==> src/rtl/ad80305_rx_if_deframer.sv <==
// ---------------------------------------------------------------------------
// ad80305_rx_if_deframer
//
// Receive-side deframer for the AD80305 6-bit DDR LVCMOS data port. It takes
// the rising/falling-edge lanes already captured by the DDR input register.
// The rising-edge half is the I lane and the falling-edge half is the Q lane.
// It aligns to the frame bit: frame=1/1 marks the MSB-half cycle and frame=0/0
// marks the LSB-half cycle. It rebuilds 12-bit I/Q samples (one per two clocks)
// and tracks lock and frame errors.
//
// Ports
//   i_rx_clk         rx data clock, sole clock
//   i_fpga_rst       synchronous reset, active-high, dominant
//   i_rx_frame_h/_l  frame bit captured on rising / falling edge
//   i_rx_data_h/_l   6-bit data halves, rising (I) / falling (Q) edge
//   i_err_clr        single-cycle pulse clearing o_frame_err_cnt
//   o_rx_iqdata_fp   one-cycle strobe: new sample on o_rx_idata/o_rx_qdata
//   o_rx_idata       {MSB-cycle h, LSB-cycle h}
//   o_rx_qdata       {MSB-cycle l, LSB-cycle l}
//   o_lock           deframer aligned and locked
//   o_frame_err_cnt  saturating frame-error count
// ---------------------------------------------------------------------------
module ad80305_rx_if_deframer #(
    parameter int LOCK_CNT   = 8,
    parameter int UNLOCK_CNT = 4,
    parameter int ERR_W      = 16
) (
    input  logic             i_rx_clk,
    input  logic             i_fpga_rst,
    input  logic             i_rx_frame_h,
    input  logic             i_rx_frame_l,
    input  logic [5:0]       i_rx_data_h,
    input  logic [5:0]       i_rx_data_l,
    input  logic             i_err_clr,
    output logic             o_rx_iqdata_fp,
    output logic [11:0]      o_rx_idata,
    output logic [11:0]      o_rx_qdata,
    output logic             o_lock,
    output logic [ERR_W-1:0] o_frame_err_cnt
);

    localparam int GC_W = $clog2(LOCK_CNT + 1);
    localparam int ER_W = $clog2(UNLOCK_CNT + 1);

    // Counter values compared against the *current* count, so that the
    // transition happens on the edge that completes the run.
    localparam logic [GC_W-1:0] GC_LAST = GC_W'(LOCK_CNT - 1);
    localparam logic [ER_W-1:0] ER_LAST = ER_W'(UNLOCK_CNT - 1);

    typedef enum logic [1:0] {
        S_HUNT = 2'd0,
        S_LSB  = 2'd1,
        S_MSB  = 2'd2
    } state_t;

    state_t            state_q,   state_d;
    logic [5:0]        msb_h_q,   msb_h_d;
    logic [5:0]        msb_l_q,   msb_l_d;
    logic [GC_W-1:0]   good_cnt_q, good_cnt_d;
    logic [ER_W-1:0]   err_run_q, err_run_d;
    logic              lock_q,    lock_d;
    logic              fp_q,      fp_d;
    logic [11:0]       idata_q,   idata_d;
    logic [11:0]       qdata_q,   qdata_d;
    logic [ERR_W-1:0]  err_cnt_q, err_cnt_d;

    logic is_msb_s;
    logic is_lsb_s;
    logic latch_msb_s;
    logic good_pair_s;
    logic frame_err_s;

    // Frame classification, alignment FSM and MSB-half capture.
    always_comb begin
        is_msb_s    = i_rx_frame_h & i_rx_frame_l;
        is_lsb_s    = ~i_rx_frame_h & ~i_rx_frame_l;
        state_d     = state_q;
        latch_msb_s = 1'b0;
        good_pair_s = 1'b0;
        frame_err_s = 1'b0;

        case (state_q)
            S_HUNT: begin
                // Hunting never counts errors; only an MSB cycle starts a pair.
                if (is_msb_s) begin
                    latch_msb_s = 1'b1;
                    state_d     = S_LSB;
                end else begin
                    state_d = S_HUNT;
                end
            end
            S_LSB: begin
                if (is_lsb_s) begin
                    good_pair_s = 1'b1;
                    state_d     = S_MSB;
                end else if (is_msb_s) begin
                    // Unexpected MSB: count it, but treat it as a fresh pair start.
                    frame_err_s = 1'b1;
                    latch_msb_s = 1'b1;
                    state_d     = S_LSB;
                end else begin
                    frame_err_s = 1'b1;
                    state_d     = S_HUNT;
                end
            end
            S_MSB: begin
                if (is_msb_s) begin
                    latch_msb_s = 1'b1;
                    state_d     = S_LSB;
                end else begin
                    // Not an MSB cycle, so the error cannot re-align here.
                    frame_err_s = 1'b1;
                    state_d     = S_HUNT;
                end
            end
            default: begin
                state_d = S_HUNT;
            end
        endcase

        if (latch_msb_s) begin
            msb_h_d = i_rx_data_h;
            msb_l_d = i_rx_data_l;
        end else begin
            msb_h_d = msb_h_q;
            msb_l_d = msb_l_q;
        end
    end

    // Sample assembly and lock-gated strobe generation.
    always_comb begin
        // The strobe uses the lock state of the LSB cycle itself.
        // As a result, the pair that completes lock is not strobed.
        fp_d = good_pair_s & lock_q;
        if (good_pair_s) begin
            idata_d = {msb_h_q, i_rx_data_h};
            qdata_d = {msb_l_q, i_rx_data_l};
        end else begin
            idata_d = idata_q;
            qdata_d = qdata_q;
        end
    end

    // Lock acquisition (good-pair run) and loss (error run while locked).
    always_comb begin
        lock_d     = lock_q;
        good_cnt_d = good_cnt_q;
        err_run_d  = err_run_q;
        if (!lock_q) begin
            if (frame_err_s) begin
                good_cnt_d = {GC_W{1'b0}};
            end else if (good_pair_s) begin
                good_cnt_d = good_cnt_q + GC_W'(1);
                if (good_cnt_q == GC_LAST) begin
                    lock_d = 1'b1;
                end else begin
                    lock_d = 1'b0;
                end
            end else begin
                good_cnt_d = good_cnt_q;
            end
        end else begin
            // good_cnt stays frozen while locked.
            if (good_pair_s) begin
                err_run_d = {ER_W{1'b0}};
            end else if (frame_err_s) begin
                if (err_run_q == ER_LAST) begin
                    lock_d     = 1'b0;
                    good_cnt_d = {GC_W{1'b0}};
                    err_run_d  = {ER_W{1'b0}};
                end else begin
                    err_run_d = err_run_q + ER_W'(1);
                end
            end else begin
                err_run_d = err_run_q;
            end
        end
    end

    // Saturating frame-error counter; an error coinciding with clear still counts.
    always_comb begin
        if (i_err_clr) begin
            err_cnt_d = frame_err_s ? ERR_W'(1) : {ERR_W{1'b0}};
        end else if (frame_err_s && (err_cnt_q != {ERR_W{1'b1}})) begin
            err_cnt_d = err_cnt_q + ERR_W'(1);
        end else begin
            err_cnt_d = err_cnt_q;
        end
    end

    // State and output registers with synchronous dominant reset.
    always_ff @(posedge i_rx_clk) begin
        if (i_fpga_rst) begin
            state_q    <= S_HUNT;
            msb_h_q    <= 6'd0;
            msb_l_q    <= 6'd0;
            good_cnt_q <= {GC_W{1'b0}};
            err_run_q  <= {ER_W{1'b0}};
            lock_q     <= 1'b0;
            fp_q       <= 1'b0;
            idata_q    <= 12'd0;
            qdata_q    <= 12'd0;
            err_cnt_q  <= {ERR_W{1'b0}};
        end else begin
            state_q    <= state_d;
            msb_h_q    <= msb_h_d;
            msb_l_q    <= msb_l_d;
            good_cnt_q <= good_cnt_d;
            err_run_q  <= err_run_d;
            lock_q     <= lock_d;
            fp_q       <= fp_d;
            idata_q    <= idata_d;
            qdata_q    <= qdata_d;
            err_cnt_q  <= err_cnt_d;
        end
    end

    assign o_rx_iqdata_fp  = fp_q;
    assign o_rx_idata      = idata_q;
    assign o_rx_qdata      = qdata_q;
    assign o_lock          = lock_q;
    assign o_frame_err_cnt = err_cnt_q;

endmodule

==> config.mk <==
export PLATFORM = sky130hd
export DESIGN_NAME = ad80305_rx_if_deframer
export DESIGN_NICKNAME = d
export VERILOG_FILES = /design/src/rtl/ad80305_rx_if_deframer.sv
export SDC_FILE = /design/constraint.sdc
export NUM_CORES = 1
export LEC_CHECK = 0
export CORE_UTILIZATION = 40
export DETAILED_ROUTE_END_ITERATION = 10
export GPL_TIMING_DRIVEN = 0
export HOLD_SLACK_MARGIN = 0.12
export PLACE_DENSITY_LB_ADDON = 0.15
export SYNTH_ARGS = -nofsm -noshare
export SYNTH_HDL_FRONTEND = slang
export SYNTH_SLANG_ARGS = --single-unit
==> constraint.sdc <==
create_clock -name i_rx_clk -period 5.1 [get_ports i_rx_clk]
set_input_delay 1.02 -clock i_rx_clk [delete_from_list [all_inputs] [get_ports i_rx_clk]]
set_output_delay 1.02 -clock i_rx_clk [all_outputs]
set_load 0.02 [all_outputs]
==> out/metrics.csv <==
metric,value,unit
cp_num_cells,6,
crit_family,buffers and inverters,
core,6422,sq um
arrival,2940,ps
grt_max_degree,11,
clockBufferDepth,2,
slew_viol_final,0,
synth.avg_cell_area,8.575,sq um
worstSetupPathType,primary input to register,
synth_flop_cell,dfxtp_1,
clkSinkCount,63,
syn_nets,338,
drc,4,
dpl.hpwl,4654,microns
clockRootBuffer,clkbuf_8,
syn_area,2693,sq um
hold_viol,0,
synth-edff-count,0,
setup_viol,0,
path_cells,clkdlybuf4s50_1 -> or3b_1 -> clkbuf_1 -> o211ai_1 -> nand4_1 -> a31oi_1,
ys_types,42,
seq_area_frac_synth,46.84,%
crit_path_end_kind,register,
ys_top_cells_by_area,"dfxtp_1 (47%), a21oi_1 (8.2%), nand2_1 (7.8%)",
finalClockSkew,9.630,ps
nNetsFinal,407,
nFillCells,646,
grt_pass1_vias,2345,
rows,29,
wire_per_inst,14.34,microns
place.gp.congestion,0.7939,
cts_made_buffers,9,
placed_cells,449,
yosysWarnings,0,
slew_headroom,59.99,%
vias,2546,
routed_wl,6656,microns
cts_setup_buffers,0,
first_pass_iters,7,
synthToLayoutAreaGrowth,31.27,%
hold_buffers,0,
drive_above_1_share,5.685,%
max-cap-violations,0,
synthCells,314,
cp_num_buf_inv,2,
port_buffers,58,
p_leak,1.137,nW
htree_levels,3,
peakVddDrop,0.0001535,V
synth_top_area_cell,dfxtp_1,
dieArea,7064,sq um
critPathMaxFanout,10,
crit_required,5360,ps
fmax,372.4,MHz
antenna_found_initial,0,
cts_tree,done,
grt_pass1_wl,10930,microns
finalSetupTns,0,ps
period_share,52.65,%
drt_iter0_drc,76,
netlist_top_cells_count,"dfxtp_1 (63), nand2_1 (56), a21oi_1 (44), nor2_1 (18), mux2i_1 (14)",
clkTransAtPathRegs,70,ps
hold_path_class,register to register,
fin_crit,2685,ps
rsz0062_at_grt,false,
worst_pin_slew,597.5,ps
power_density,265.4,nW/um^2
start_util,41.92,%
cts_resized,0,
r2r_cells,7,
ff_latch_area,1261,sq um
status,"finished, violations left",
multi_input_area,1348,sq um
grt_overflow_total,0,
die_w,84.05,microns
min_path_cells,2,
vias_per_cell,5.487,
fin_cells,464,
insertion_delay,340,ps
io-pin-count,59,
die_h,84.05,microns
synth_top_area_share,46.84,%
ys_ff_latch,63,
async_flop_share,0,%
crit_path_top_delay_cell,clkdlybuf4s50_1,
yosysMostFrequentCell,dfxtp_1,
worst_setup_path_start_kind,primary input,
violations,design-rule violations,
grt_usage,19.49,%
postRouteAntennaNets,0,
critical-path-max-stage-delay,510,ps
diodes,0,
## metrics by stage
step | area (sq um) | power, mW | utilization (%) | worst slack (ps) | hold WS, ps
3_5_place_dp | 3369 | 0.5721 | 52.46 | 2102 | 444.7
3_3_place_gp | 3369 | 0.5707 | 52.46 | 2107 | 440.0
4_1_cts | 3535 | 0.9476 | 55.04 | 2451 | 453.7
2_1_floorplan | 2693 | 0.5431 | - | 2867 | 431.2
5_1_grt | 3535 | 0.9720 | 55.04 | 2271 | 472.7
6_report | 3535 | 0.9380 | 55.04 | 2415 | 451.4
## power breakdown
part	internal (mW)	total [mW]	switching [mW]
registers	0.499	0.503	0.00432
logic	0.0262	0.0569	0.0307
clock network	0.186	0.378	0.191
total	0.712	0.938	0.226
## flip-flops by register name (all words and copies together), names as in the netlist, 2 cells and up
name             flops
state_q              2
err_run_q            3
o_rx_idata          12
msb_l_q              6
o_frame_err_cnt     16
o_rx_qdata          12
msb_h_q              6
good_cnt_q           4
## tightest hold or removal path, cell delays in order, from the launching register on
cell     delay, ps
dfxtp_1        310
nand2_1         50
a21oi_1         50
## worst paths after layout
check	endpoint	startpoint	slack [ps]
setup / recovery	good_cnt_q[3]	i_rx_frame_h	2410
hold / removal	o_rx_idata[0]	o_rx_idata[0]	450
setup reg to reg	good_cnt_q[3]	state_q[1]	3030
hold reg to reg	o_rx_idata[0]	o_rx_idata[0]	450
## layer usage
layer | vias up | global-route usage (%) | share of wire, % | wire, microns
li1 | 1273 | - | - | -
met1 | 1208 | 23.12 | 45 | 2978
met2 | 57 | 33.16 | 49 | 3256
met3 | 8 | 5.045 | 5.1 | 340
met4 | 0 | 8.464 | 1.2 | 80
met5 | - | 0 | 0 | 0
## cell usage in the layout (no fill, tap or decap), types with 2 or more instances in the layout
cell             synthesis  layout
and3_1                   2       2
ha_1                     7       7
clkbuf_1                12      14
mux2i_1                 14      14
clkbuf_8                 0      10
buf_2                    4       4
nor3_1                   7       7
or4_1                   11      11
nor2_1                  18      18
dfxtp_1                 63      63
nor4_1                   3       3
or3_1                    5       5
o211ai_1                 2       2
clkdlybuf4s50_1          0      58
nand3_1                  8       8
nand4b_1                 2       2
inv_1                    4       4
o21ai_0                  8       8
nand4_1                 10      10
a21oi_1                 44      44
o31ai_1                 11      11
clkinvlp_4               0       2
nor3b_1                  2       2
nand2_1                 56      56
## final cells by class
class	instances	area share [%]
multi-input cells	230	38.12
flip-flops and latches	63	35.68
repair buffers	58	16.42
clock buffers	12	4.106
well taps	77	2.726
plain buffers	16	1.841
clock inverters	3	0.5664
inverters	5	0.5310
## cell families after synthesis
family	count (synthesis)	share of synthesized area (%)
compound gates	76	16.78
fa+ha+maj	7	3.253
buf+inv	21	3.113
flops	63	46.84
mux	14	5.204
simple gates	133	24.81
No activity file was read; power rests on OpenSTA's default activity.
